==> src/rtl/bitsync_pkg.sv <==
// bitsync_pkg: shared state encoding, default constants and symbol type for the bit-sync lock controller
package bitsync_pkg;
    localparam int NOM_PERIOD_DEF = 32;
    localparam int TOL_DEF        = 2;
    localparam int SAMPLE_DLY_DEF = 11;
    localparam int DW_DEF         = 6;
    typedef logic signed [DW_DEF-1:0] sym_t;
    typedef enum logic [2:0] {IDLE, SEARCH, VERIFY, LOCKED, RESYNC} state_t;
endpackage

==> src/rtl/bitsync_lock_ctrl_meter.sv <==
// sync_interval_meter: rising-edge detect, interval timer and GOOD/BAD/MISS classification as registered pulses
module sync_interval_meter import bitsync_pkg::*; #(
    parameter int NOM_PERIOD = NOM_PERIOD_DEF,
    parameter int TOL        = TOL_DEF
) (
    input  logic clk_i,
    input  logic rst_ni,
    input  logic bit_sync_i,
    output logic good_o,
    output logic bad_o,
    output logic miss_o
);
    localparam int TW = $clog2(NOM_PERIOD + TOL + 2);
    localparam logic [TW-1:0] LO = TW'(NOM_PERIOD - TOL);
    localparam logic [TW-1:0] HI = TW'(NOM_PERIOD + TOL);
    localparam logic [TW-1:0] MX = TW'(NOM_PERIOD + TOL + 1);
    logic prev_q, good_q, bad_q, miss_q, rise, in_win, miss;
    logic [TW-1:0] tmr_q, tmr_d;
    // an edge at the miss threshold falls outside the window, so it counts as BAD and suppresses MISS
    always_comb begin
        rise   = bit_sync_i & ~prev_q;
        in_win = tmr_q >= LO && tmr_q <= HI;
        miss   = !rise && tmr_q == MX;
        tmr_d  = (rise || miss) ? TW'(1) : (&tmr_q) ? tmr_q : tmr_q + 1'b1;
    end
    // edge history, saturating timer and one-cycle event flags
    always_ff @(posedge clk_i or negedge rst_ni) begin
        if (!rst_ni) begin
            prev_q <= 1'b0;
            tmr_q  <= '0;
            good_q <= 1'b0;
            bad_q  <= 1'b0;
            miss_q <= 1'b0;
        end else begin
            prev_q <= bit_sync_i;
            tmr_q  <= tmr_d;
            good_q <= rise && in_win;
            bad_q  <= rise && !in_win;
            miss_q <= miss;
        end
    end
    assign good_o = good_q;
    assign bad_o  = bad_q;
    assign miss_o = miss_q;
endmodule

==> src/rtl/bitsync_lock_ctrl.sv <==
// bitsync_lock_ctrl: lock acquisition FSM, loop-reset request and delayed symbol sampling after the bit synchroniser
module bitsync_lock_ctrl import bitsync_pkg::*; #(
    parameter int NOM_PERIOD = NOM_PERIOD_DEF,
    parameter int TOL        = TOL_DEF,
    parameter int LOCK_CNT   = 8,
    parameter int UNLOCK_CNT = 3,
    parameter int SAMPLE_DLY = SAMPLE_DLY_DEF,
    parameter int RST_CYC    = 4,
    parameter int DW         = DW_DEF
) (
    input  logic                 clk_i,
    input  logic                 rst_ni,
    input  logic                 enable_i,
    input  logic                 bit_sync_i,
    input  logic signed [DW-1:0] datain_i,
    output logic signed [DW-1:0] sym_data_o,
    output logic                 sym_valid_o,
    output logic                 locked_o,
    output logic                 lock_lost_o,
    output logic                 bs_rst_o,
    output logic [7:0]           loss_cnt_o
);
    localparam int GW  = $clog2(LOCK_CNT + 1);
    localparam int MW  = $clog2(UNLOCK_CNT + 1);
    localparam int RW  = $clog2(RST_CYC + 1);
    localparam int DLW = $clog2(SAMPLE_DLY + 1);
    state_t state_q, state_d;
    logic good, bad, miss, err, fire, lost, lock_lost_q;
    logic [GW-1:0] good_cnt_q, good_cnt_d;
    logic [MW-1:0] miss_cnt_q, miss_cnt_d;
    logic [RW-1:0] rst_cnt_q, rst_cnt_d;
    logic [DLW-1:0] dly_cnt_q, dly_cnt_d;
    logic [7:0] loss_cnt_q;
    logic signed [DW-1:0] sym_q, sym_d;
    sync_interval_meter #(.NOM_PERIOD(NOM_PERIOD), .TOL(TOL)) u_meter (
        .clk_i      (clk_i),
        .rst_ni     (rst_ni),
        .bit_sync_i (bit_sync_i),
        .good_o     (good),
        .bad_o      (bad),
        .miss_o     (miss)
    );
    assign err = bad | miss;
    // state register
    always_ff @(posedge clk_i or negedge rst_ni) begin
        if (!rst_ni) state_q <= IDLE;
        else         state_q <= state_d;
    end
    // next-state logic; a low enable overrides every transition
    always_comb begin
        state_d = state_q;
        case (state_q)
            IDLE:    state_d = SEARCH;
            SEARCH:  if (good || bad) state_d = VERIFY;
            VERIFY:  if (good && good_cnt_q == GW'(LOCK_CNT - 1)) state_d = LOCKED;
                     else if (err) state_d = SEARCH;
            LOCKED:  if (err && miss_cnt_q == MW'(UNLOCK_CNT - 1)) state_d = RESYNC;
            RESYNC:  if (rst_cnt_q == RW'(RST_CYC - 1)) state_d = SEARCH;
            default: state_d = IDLE;
        endcase
        if (!enable_i) state_d = IDLE;
    end
    // counters and sample scheduler; a GOOD edge reloads the delay and drops any older pending sample
    always_comb begin
        fire       = state_q == LOCKED && enable_i && !good && dly_cnt_q == DLW'(1);
        lost       = state_q == LOCKED && state_d == RESYNC;
        good_cnt_d = state_q != VERIFY ? '0 : good ? good_cnt_q + 1'b1 : err ? '0 : good_cnt_q;
        miss_cnt_d = state_q != LOCKED ? '0 : good ? '0 : err ? miss_cnt_q + 1'b1 : miss_cnt_q;
        rst_cnt_d  = state_q == RESYNC ? rst_cnt_q + 1'b1 : '0;
        dly_cnt_d  = (state_q != LOCKED || !enable_i) ? '0 : good ? DLW'(SAMPLE_DLY) : dly_cnt_q != '0 ? dly_cnt_q - 1'b1 : '0;
        sym_d      = fire ? datain_i : sym_q;
    end
    // datapath registers; loss count saturates at 255 and survives enable going low
    always_ff @(posedge clk_i or negedge rst_ni) begin
        if (!rst_ni) begin
            good_cnt_q  <= '0;
            miss_cnt_q  <= '0;
            rst_cnt_q   <= '0;
            dly_cnt_q   <= '0;
            sym_q       <= '0;
            lock_lost_q <= 1'b0;
            loss_cnt_q  <= '0;
        end else begin
            good_cnt_q  <= good_cnt_d;
            miss_cnt_q  <= miss_cnt_d;
            rst_cnt_q   <= rst_cnt_d;
            dly_cnt_q   <= dly_cnt_d;
            sym_q       <= sym_d;
            lock_lost_q <= lost;
            loss_cnt_q  <= loss_cnt_q + {7'd0, lost && loss_cnt_q != 8'hFF};
        end
    end
    // outputs; the strobe cycle presents the live datain so sym_data matches the captured value
    always_comb begin
        locked_o    = state_q == LOCKED;
        bs_rst_o    = state_q == RESYNC;
        sym_valid_o = fire;
        sym_data_o  = fire ? datain_i : sym_q;
        lock_lost_o = lock_lost_q;
        loss_cnt_o  = loss_cnt_q;
    end
endmodule
==> config.mk <==
export PLATFORM = sky130hd
export DESIGN_NAME = bitsync_lock_ctrl
export DESIGN_NICKNAME = d
export VERILOG_FILES = /design/src/rtl/bitsync_pkg.sv /design/src/rtl/bitsync_lock_ctrl_meter.sv /design/src/rtl/bitsync_lock_ctrl.sv
export SDC_FILE = /design/constraint.sdc
export NUM_CORES = 1
export LEC_CHECK = 0
export BUFFER_PORTS_ARGS = -buffer_cell sky130_fd_sc_hd__buf_2
export CAP_MARGIN = 20
export CORE_ASPECT_RATIO = 1.5
export CORE_MARGIN = 4
export CORE_UTILIZATION = 55
export CTS_CLUSTER_SIZE = 10
export DETAILED_ROUTE_END_ITERATION = 12
export MAX_ROUTING_LAYER = met4
export PLACE_DENSITY_LB_ADDON = 0.25
export SYNTH_ARGS = -nofsm -noshare
export SYNTH_HDL_FRONTEND = slang
export SYNTH_SLANG_ARGS = --single-unit
==> constraint.sdc <==
create_clock -name clk_i -period 3.9 [get_ports clk_i]
set_input_delay 0.78 -clock clk_i [delete_from_list [all_inputs] [get_ports clk_i]]
set_output_delay 0.78 -clock clk_i [all_outputs]
set_load 0.03 [all_outputs]
==> results of run 1 <==
power groups by stage:
stage          Sequential [mW]  Combinational, mW  Clock [mW]
2_1_floorplan            0.476             0.0697           0
5_1_grt                  0.494             0.0966       0.294
3_5_place_dp             0.495             0.0813           0
4_1_cts                  0.487             0.0815       0.273
6_report                 0.489             0.0795       0.263
3_3_place_gp             0.493             0.0756           0
worst max-delay path, cell delays in order:
cell                       delay (ns)
sky130_fd_sc_hd__buf_2           0.12
sky130_fd_sc_hd__nand4b_4        0.16
sky130_fd_sc_hd__nor4bb_4        0.65
sky130_fd_sc_hd__mux2_4          0.36
sky130_fd_sc_hd__buf_2           0.18
per-stage QoR:
step                total power [mW]  instance area [µm²]
finish                         0.831                 2200
global placement               0.568                 2120
global route                   0.885                 2200
floorplan                      0.546                 1970
detailed placement             0.577                 2120
CTS                            0.841                 2200
cells in the mapped netlist, types with 2 or more instances:
library cell / count / share of area
sky130_fd_sc_hd__nand3_1: 7 / 0.018
sky130_fd_sc_hd__a31oi_1: 6 / 0.019
sky130_fd_sc_hd__dfrtp_1: 41 / 0.52
sky130_fd_sc_hd__ha_1: 8 / 0.051
sky130_fd_sc_hd__nand3b_1: 4 / 0.015
sky130_fd_sc_hd__a21oi_1: 7 / 0.018
sky130_fd_sc_hd__nand4_1: 2 / 0.0064
sky130_fd_sc_hd__nand2_1: 10 / 0.019
sky130_fd_sc_hd__or3_1: 3 / 0.0095
sky130_fd_sc_hd__buf_2: 3 / 0.0076
sky130_fd_sc_hd__o21ai_0: 6 / 0.015
sky130_fd_sc_hd__o21a_1: 2 / 0.0076
sky130_fd_sc_hd__a311oi_1: 2 / 0.0089
sky130_fd_sc_hd__clkbuf_1: 2 / 0.0038
sky130_fd_sc_hd__inv_1: 7 / 0.013
sky130_fd_sc_hd__and3_1: 4 / 0.013
sky130_fd_sc_hd__mux2_4: 6 / 0.046
sky130_fd_sc_hd__nor2_1: 14 / 0.027
sky130_fd_sc_hd__nor3_1: 7 / 0.018
sky130_fd_sc_hd__xnor2_1: 6 / 0.027
sky130_fd_sc_hd__nand2b_1: 4 / 0.013
sky130_fd_sc_hd__o211ai_1: 3 / 0.011
area by class of cell:
| class | count | share of cell area |
|---|---|---|
| well taps | 42 | 0.0239 |
| flip-flops and latches | 41 | 0.466 |
| repair buffers | 27 | 0.0614 |
| multi-input cells | 122 | 0.399 |
| inverters | 7 | 0.0119 |
| clock buffers | 6 | 0.0330 |
| clock inverters | 2 | 0.00455 |
worst paths after layout:
path	from	end	cells past startpoint
min in group asynchronous	rst_ni	u_meter.prev_q$_DFF_PN0_	1
worst min-delay path	rst_cnt_q[0]$_DFF_PN0_	rst_cnt_q[0]$_DFF_PN0_	1
worst max-delay path	enable_i	sym_data_o[4]	5
worst min register to register	rst_cnt_q[0]$_DFF_PN0_	rst_cnt_q[0]$_DFF_PN0_	1
worst max register to register	state_q[2]$_DFF_PN0_	loss_cnt_o[4]$_DFF_PN0_	7
max in group asynchronous	rst_ni	loss_cnt_o[2]$_DFF_PN0_	1
registers in the layout (all words and copies together) (netlist names):
register	cells
u_meter.tmr_q	6
u_meter.good_o	1
sym_q	6
miss_cnt_q	2
dly_cnt_q	4
state_q	3
u_meter.prev_q	1
rst_cnt_q	3
u_meter.bad_o	1
loss_cnt_o	8
lock_lost_o	1
u_meter.miss_o	1
good_cnt_q	4
layer usage:
layer / global-route usage / share of wire / vias up
met1: 0.200 / 0.40 / 739
met5: - / 0 / -
met2: 0.316 / 0.53 / 34
li1: - / - / 697
met4: 0.0742 / 0.019 / 0
met3: 0.0477 / 0.047 / 11
kinds of logic after synthesis:
| kind of cell | after synthesis | synth area share |
|---|---|---|
| compound gates | 37 | 0.128 |
| flops | 41 | 0.522 |
| simple gates | 64 | 0.192 |
| xor+xnor | 7 | 0.0312 |
| buf+inv | 13 | 0.0306 |
| fa+ha+maj | 8 | 0.0509 |
| mux | 6 | 0.0458 |
==> flow_summary.ini, run 1 <==
[floorplanning]
floorplan.die.height_um = 81.2
ios = 28
die_width_um = 56.8
start_util = 0.575
die_area_um2 = 4610
design.core.area_um2 = 3420
core_rows = 26

[job]
maxCapViolCount = 0

[sta]
max_clock_freq_mhz = 329
fin_worst_skew_ns = 0.00544
grt_setup_unrepaired = no
hold_viol = 0
min_period_over_period = 0.779
hold_slack_ns = 0.439
tightestPinTransition_ns = 0.880
slew_violations = 0
setup_viol = 0
relSlewSlack = 0.413
finalWorstPathRequiredPeriod_ns = 3.04
setup-tns-final_ns = 0
finalWorstSetupSlack_ns = 0.862

[power]
clockPowerShare = 0.316
ir_drop_v = 0.000289
power.leakage_nw = 1.08
power.switching_fraction = 0.273
pwr-share-comb = 0.096
cell_area_power_density_nw_per_um2 = 378
seqPwrFrac = 0.588
internal-power_mw = 0.605
netSwitchingPower_mw = 0.227

[cts]
cts_hold_buffers = 0
cts_repair_resize_count = 0
cts_made_buffers = 5
clk_pin_slew_worst_paths_ns = 0.08
tritoncts = done
htreeDepth = 2
tritoncts_num_sinks = 41
clock_tree_buffer_depth = 2
worstSkewPairLatency_ns = 0.29
clock_tree.root_cell = sky130_fd_sc_hd__clkbuf_8
post_cts_buffers = 0

[route]
drt-vias-per-instance = 6.00
detail_route.wl_per_cell_um = 15.1
dr.pass1.iters = 4
route.final.wire_length_um = 3730
vias = 1481
drt_drc_violations_left = 0
drt-initial-drc-count = 34
ant_nets = 0

[synthesis]
synth.lib_cells_used.distinct = 44
synth.avg_cell_area_um2 = 11.2
post_synth_inst_count = 176
ys_dominant_reg_cell = sky130_fd_sc_hd__dfrtp_1
async_reset_ff_frac = 1.00
mappedNetlistArea_um2 = 1970
portion_of_the_post_synthesis_area_used_by_sequential_elements = 0.522
synth_fp_nets = 194
synth-warning-count = 0
synth.ff_latch_count = 41
synth_edf_count = 0

[final_layout]
layout.cells.most_common = sky130_fd_sc_hd__dfrtp_1
utilization_after_layout = 0.645
fillCellCount = 278
layout.area.seq_um2 = 1030
multi_input_comb_area_um2 = 880
area_growth_from_synthesis_to_layout_pct = 12.0
antenna_cells = 0
finish.cell_count_without_fillers = 247
layout_common_cells = sky130_fd_sc_hd__dfrtp_1 (41), sky130_fd_sc_hd__buf_2 (27), sky130_fd_sc_hd__nor2_1 (14)
finish.net_count = 222
layout-drive-gt1-share = 0.215

[critical_path]
rrSetupSlack_ns = 2.00
timing.critical_path.fanout_max = 7
setup.worst_path.start_class = input pin
critPathRequiredTime_ns = 3.12
cp.arrival_ns = 2.26
timing_worst_setup_path_type = input pin to output pin
critical_path.endpoint_type = output pin

[global_route]
antenna_violations_before_repair = 0
grt.overflow.total = 0
globalRouteTotalUtil = 0.183
number_of_global_route_vias_before_repair = 1517
maximum_number_of_pins_on_one_net_before_global_route_repair = 42
global_route_wire_length_before_repair_um = 6510

[outcome]
run_status = completed

[placed_design]
place_worst_setup_slack_ns = 0.858
post-place-cells = 239
globalplace.congestion = 0.853
hpwl_um = 2650
buffer_ports.inserted = 27

[worst_hold_path]
hold_path.class = flip-flop to flip-flop
Power figures use the tool's default switching activity.
==> run 2, diff against run 1 <==
==> constraint.sdc (replaced) <==
create_clock -name clk_i -period 3.1 [get_ports clk_i]
set_input_delay 0.62 -clock clk_i [delete_from_list [all_inputs] [get_ports clk_i]]
set_output_delay 0.62 -clock clk_i [all_outputs]
set_load 0.03 [all_outputs]
==> run 2 against run 1 <==
Effect of this change:
- register-to-register slack worse by 0.82 ns
- non-clock buffer count increased by 1
- critical path type is now flip-flop to output pin
- clock skew shrank 0.0030 ns
- sequential power increased by 26%
- routed wire length grew 1.5%
==> flow_summary.ini, run 2 (synthesized netlist as in run 1, its figures left out) <==
[cts]
worstSkewPairLatency_ns = 0.29
clock_tree_buffer_depth = 2
tritoncts_num_sinks = 41
cts_hold_buffers = 0
clock_tree.root_cell = sky130_fd_sc_hd__clkbuf_8
cts_made_buffers = 5
tritoncts = done
clk_pin_slew_worst_paths_ns = 0.07
post_cts_buffers = 0
htreeDepth = 2
cts_repair_resize_count = 0

[floorplanning]
floorplan.die.height_um = 81.2
die_width_um = 56.8
ios = 28
start_util = 0.575
core_rows = 26
design.core.area_um2 = 3420
die_area_um2 = 4610

[sta]
grt_setup_unrepaired = no
max_clock_freq_mhz = 350
slew_violations = 0
relSlewSlack = 0.413
setup_viol = 0
fin_worst_skew_ns = 0.00242
min_period_over_period = 0.921
finalWorstSetupSlack_ns = 0.244
hold_viol = 0
finalWorstPathRequiredPeriod_ns = 2.86
tightestPinTransition_ns = 0.881
setup-tns-final_ns = 0

[final_layout]
area_growth_from_synthesis_to_layout_pct = 12.4
layout_common_cells = sky130_fd_sc_hd__dfrtp_1 (41), sky130_fd_sc_hd__buf_2 (27), sky130_fd_sc_hd__nor2_1 (14)
finish.net_count = 223
antenna_cells = 0
layout-drive-gt1-share = 0.218
layout.cells.most_common = sky130_fd_sc_hd__dfrtp_1
fillCellCount = 280
largest_register_ff_count = 8

[critical_path]
timing.rr.end = loss_cnt_o[4]$_DFF_PN0_
critPathRequiredTime_ns = 2.48
critical_path.endpoint_type = output pin
timing.critical_path.fanout_max = 10
crit-reg2reg-launch = state_q[1]$_DFF_PN0_
cp.arrival_ns = 2.24
reg2regPathDepth = 7
setup.worst_path.start_class = flip-flop
timing_worst_setup_path_type = flip-flop to output pin
rrSetupSlack_ns = 1.18

[outcome]
run_status = completed

[worst_hold_path]
hold_path.class = input pin to asynchronous set/reset pin

[power]
power.leakage_nw = 1.09
cell_area_power_density_nw_per_um2 = 475
ir_drop_v = 0.000419

[global_route]
maximum_number_of_pins_on_one_net_before_global_route_repair = 42
grt.overflow.total = 0
global_route_wire_length_before_repair_um = 6700
globalRouteTotalUtil = 0.195
number_of_global_route_vias_before_repair = 1528
antenna_violations_before_repair = 0

[job]
maxCapViolCount = 0

[route]
dr.pass1.iters = 4
drt-vias-per-instance = 5.92
ant_nets = 0
drt-initial-drc-count = 50
drt_drc_violations_left = 0
route.final.wire_length_um = 3790
vias = 1469
detail_route.wl_per_cell_um = 15.3

[placed_design]
buffer_ports.inserted = 27
place_worst_setup_slack_ns = 0.381
globalplace.congestion = 0.880
hpwl_um = 2730
-- run 2: cell types whose count changed in the layout (fill, tap and decap cells not counted), sizes merged --
cell,change
buf,+1
-- run 2: final cells by class --
type	count	area, µm²	area share
Sequential cell	41	1030	0.464
Multi-Input combinational cell	122	880	0.398
Timing Repair Buffer	28	143	0.0646
Clock buffer	6	72.6	0.0328
Tap cell	42	52.6	0.0238
Inverter	7	26.3	0.0119
Clock inverter	2	10.0	0.00453
-- run 2: metrics by stage --
| step | util | hold WS (ns) | cell area (µm²) | std cells | total power [mW] |
|---|---|---|---|---|---|
| floorplan | - | 0.324 | 1970 | 176 | 0.687 |
| global placement | 0.623 | 0.423 | 2130 | 240 | 0.716 |
| detailed placement | 0.623 | 0.443 | 2130 | 240 | 0.724 |
| CTS | 0.647 | 0.453 | 2210 | 248 | 1.06 |
| global route | 0.647 | 0.467 | 2210 | 248 | 1.11 |
| finish | 0.647 | 0.436 | 2210 | 248 | 1.05 |
-- run 2: worst max path at each step --
stage | from | to | slack (ns) | depth (start not counted)
CTS | state_q[1]$_DFF_PN0_ | sym_data_o[0] | 0.21 | 4
global route | state_q[1]$_DFF_PN0_ | sym_data_o[0] | 0.08 | 4
finish | state_q[1]$_DFF_PN0_ | sym_data_o[0] | 0.24 | 4
floorplan | enable_i | sym_data_o[0] | 0.87 | 4
global placement | enable_i | sym_data_o[0] | 0.46 | 5
detailed placement | enable_i | sym_data_o[0] | 0.38 | 5
-- run 2: critical path: stages (launching register included) --
cell and delay (ns):
sky130_fd_sc_hd__dfrtp_1 0.54, sky130_fd_sc_hd__nand4b_4 0.20, sky130_fd_sc_hd__nor4bb_4 0.65, sky130_fd_sc_hd__mux2_4 0.37, sky130_fd_sc_hd__buf_2 0.18
-- run 2: power breakdown --
group / switching (mW) / leakage (nW) / internal, mW
registers: 0.0539 / 0.561 / 0.560
clock network: 0.180 / 0.0450 / 0.156
logic: 0.0554 / 0.485 / 0.0440
total: 0.289 / 1.09 / 0.760
-- run 2: metal layers --
| metal | global-route usage | wire [µm] |
|---|---|---|
| met2 | 0.314 | 1990 |
| met5 | - | 0 |
| met1 | 0.210 | 1470 |
| met4 | 0.125 | 128 |
| met3 | 0.0572 | 196 |
==> run 3, diff against run 2 <==
--- a/config.mk
+++ b/config.mk
@@ -5,6 +5,7 @@
 export SDC_FILE = /design/constraint.sdc
 export NUM_CORES = 1
 export LEC_CHECK = 0
+export ABC_AREA = 1
 export BUFFER_PORTS_ARGS = -buffer_cell sky130_fd_sc_hd__buf_2
 export CAP_MARGIN = 20
 export CORE_ASPECT_RATIO = 1.5
@@ -12,8 +13,9 @@
 export CORE_UTILIZATION = 55
 export CTS_CLUSTER_SIZE = 10
 export DETAILED_ROUTE_END_ITERATION = 12
+export HOLD_SLACK_MARGIN = 0.02
 export MAX_ROUTING_LAYER = met4
-export PLACE_DENSITY_LB_ADDON = 0.25
+export PLACE_DENSITY = 0.82
 export SYNTH_ARGS = -nofsm -noshare
 export SYNTH_HDL_FRONTEND = slang
 export SYNTH_SLANG_ARGS = --single-unit
==> run 3 against run 2 <==
Effect of this change:
- maximum frequency grew 16%
- sequential share of layout area shrank 0.47 points
- routed wire length shrank 9.3%
- utilization grew 0.66 points
- critical path type unchanged
- highest routed layer unchanged
==> flow_summary.ini, run 3 <==
[cts]
tritoncts_num_sinks = 41
cts_repair_resize_count = 0
worstSkewPairLatency_ns = 0.29
cts_made_buffers = 5
tritoncts = done
clock_tree_buffer_depth = 2
clock_tree.root_cell = sky130_fd_sc_hd__clkbuf_8
htreeDepth = 2
post_cts_buffers = 0
clk_pin_slew_worst_paths_ns = 0.08
cts_hold_buffers = 0

[synthesis]
synth_edf_count = 0
synth_commonest_cells = sky130_fd_sc_hd__dfrtp_1 (41), sky130_fd_sc_hd__nand2_1 (37), sky130_fd_sc_hd__nor2_1 (36)
ys_dominant_reg_cell = sky130_fd_sc_hd__dfrtp_1
synth-warning-count = 0
synth_top_cell_area_share = 0.525
synthTopCellsByArea = sky130_fd_sc_hd__dfrtp_1 (52%), sky130_fd_sc_hd__nand2_1 (7.1%), sky130_fd_sc_hd__nor2_1 (6.9%), sky130_fd_sc_hd__inv_1 (6.5%), sky130_fd_sc_hd__ha_1 (5.1%)
synth_fp_nets = 241
synth.ff_latch_count = 41
synth.lib_cells_used.distinct = 18
post_synth_inst_count = 223
synth.avg_cell_area_um2 = 8.76
portion_of_the_post_synthesis_area_used_by_sequential_elements = 0.525
async_reset_ff_frac = 1.00
mappedNetlistArea_um2 = 1950
netlist.top_cell.by_area = sky130_fd_sc_hd__dfrtp_1
yosysMostFrequentCell = sky130_fd_sc_hd__dfrtp_1

[route]
vias = 1500
drt_drc_violations_left = 0
drt-vias-per-instance = 5.02
dr.pass1.iters = 4
drt-initial-drc-count = 44
detail_route.wl_per_cell_um = 11.5
ant_nets = 0
route.final.wire_length_um = 3440

[power]
cell_area_power_density_nw_per_um2 = 478
clockPowerShare = 0.350
power.leakage_nw = 1.22
pwr-share-comb = 0.096
seqPwrFrac = 0.554
internal-power_mw = 0.804
power.switching_fraction = 0.246
netSwitchingPower_mw = 0.263
ir_drop_v = 0.000366

[final_layout]
area_growth_from_synthesis_to_layout_pct = 14.2
finish.net_count = 274
layout.cells.most_common = sky130_fd_sc_hd__dfrtp_1
layout-drive-gt1-share = 0.171
largest_register_ff_count = 8
layout_common_cells = sky130_fd_sc_hd__dfrtp_1 (41), sky130_fd_sc_hd__nand2_1 (37), sky130_fd_sc_hd__nor2_1 (36)
antenna_cells = 0

[sta]
grt_setup_unrepaired = no
fin_worst_skew_ns = 0.00835
hold_slack_ns = 0.437
finalWorstPathRequiredPeriod_ns = 2.46
min_period_over_period = 0.794
tightestPinTransition_ns = 0.879
setup_viol = 0
setup-tns-final_ns = 0
relSlewSlack = 0.414
slew_violations = 0
hold_viol = 0
max_clock_freq_mhz = 406

[floorplanning]
die_area_um2 = 4590
ios = 28
die_width_um = 56.7
design.core.area_um2 = 3420
core_rows = 26
start_util = 0.572
floorplan.die.height_um = 81.0

[critical_path]
startpoint = state_q[1]$_DFF_PN0_
cp.arrival_ns = 1.84
timing.rr.end = loss_cnt_o[6]$_DFF_PN0_
crit-reg2reg-launch = miss_cnt_q[0]$_DFFE_PN0P_
timing_worst_setup_path_type = flip-flop to output pin
critical_path.endpoint = sym_data_o[1]
timing.critical_path.fanout_max = 13
setup.worst_path.start_class = flip-flop
critPathRequiredTime_ns = 2.48
rrSetupSlack_ns = 1.21
reg2regPathDepth = 10
critical_path.endpoint_type = output pin

[placed_design]
hpwl_um = 2660
buffer_ports.inserted = 27
globalplace.congestion = 0.833

[global_route]
globalRouteTotalUtil = 0.183
global_route_wire_length_before_repair_um = 6410
number_of_global_route_vias_before_repair = 1565
maximum_number_of_pins_on_one_net_before_global_route_repair = 42
antenna_violations_before_repair = 0
grt.overflow.total = 0

[worst_hold_path]
hold_depth = 1
worst_hold_startpoint = rst_cnt_q[0]$_DFF_PN0_
hold_path.class = flip-flop to flip-flop

[outcome]
run_status = completed

[job]
maxCapViolCount = 0
[run 3: how the worst min path moves through the flow]
stage / slack (ns) / to
3_3_place_gp: 0.42 / rst_cnt_q[0]$_DFF_PN0_
4_1_cts: 0.44 / rst_cnt_q[0]$_DFF_PN0_
2_1_floorplan: 0.32 / dly_cnt_q[0]$_DFF_PN0_
5_1_grt: 0.45 / u_meter.prev_q$_DFF_PN0_
3_5_place_dp: 0.43 / rst_cnt_q[0]$_DFF_PN0_
6_report: 0.44 / rst_cnt_q[0]$_DFF_PN0_
[run 3: final cells by class]
class                           count  area (µm²)
Clock buffer                        7        96.3
Clock inverter                      1        5.00
Fill cell                         304        1180
Inverter                           34         128
Multi-Input combinational cell    147         790
Sequential cell                    41        1030
Tap cell                           42        52.6
Timing Repair Buffer               27         135
[run 3: per-stage QoR]
step	setup WS, ns	instances	total power, mW	instance area (µm²)	util
6_report	0.640	299	1.07	2230	0.653
5_1_grt	0.453	299	1.13	2230	0.653
4_1_cts	0.597	299	1.08	2230	0.653
3_5_place_dp	0.919	291	0.706	2130	0.624
3_3_place_gp	0.978	291	0.701	2130	0.624
2_1_floorplan	1.23	223	0.670	1950	-
[run 3: power groups by stage]
stage               logic [mW]  clock network, mW  registers, mW
CTS                      0.105              0.388          0.591
detailed placement       0.104                  0          0.602
finish                   0.102              0.374          0.591
floorplan               0.0750                  0          0.595
global route             0.121              0.412          0.597
global placement         0.100                  0          0.600
[run 3: worst max-delay path, stage by stage (launching register included)]
cell                      delay, ns
sky130_fd_sc_hd__dfrtp_1       0.48
sky130_fd_sc_hd__nand3_2       0.16
sky130_fd_sc_hd__nor2_2        0.16
sky130_fd_sc_hd__nand3_2       0.30
sky130_fd_sc_hd__o21ai_2       0.23
sky130_fd_sc_hd__buf_2         0.22
[run 3: kinds of logic (layout without fill, tap and decap cells)]
| kind of cell | after synthesis | after routing | synth area share |
|---|---|---|---|
| xor+xnor | 12 | 12 | 0.0538 |
| flops | 41 | 41 | 0.525 |
| fa+ha+maj | 8 | 8 | 0.0512 |
| simple gates | 100 | 100 | 0.217 |
| buf+inv | 35 | 69 | 0.0711 |
| compound gates | 27 | 27 | 0.0819 |
[run 3: routing by layer]
layer	GRT usage	vias to the layer above	part of all wire
met5	-	-	0
met4	0.0808	0	0.019
met3	0.0413	6	0.033
met2	0.332	20	0.57
met1	0.187	706	0.38
li1	-	768	-
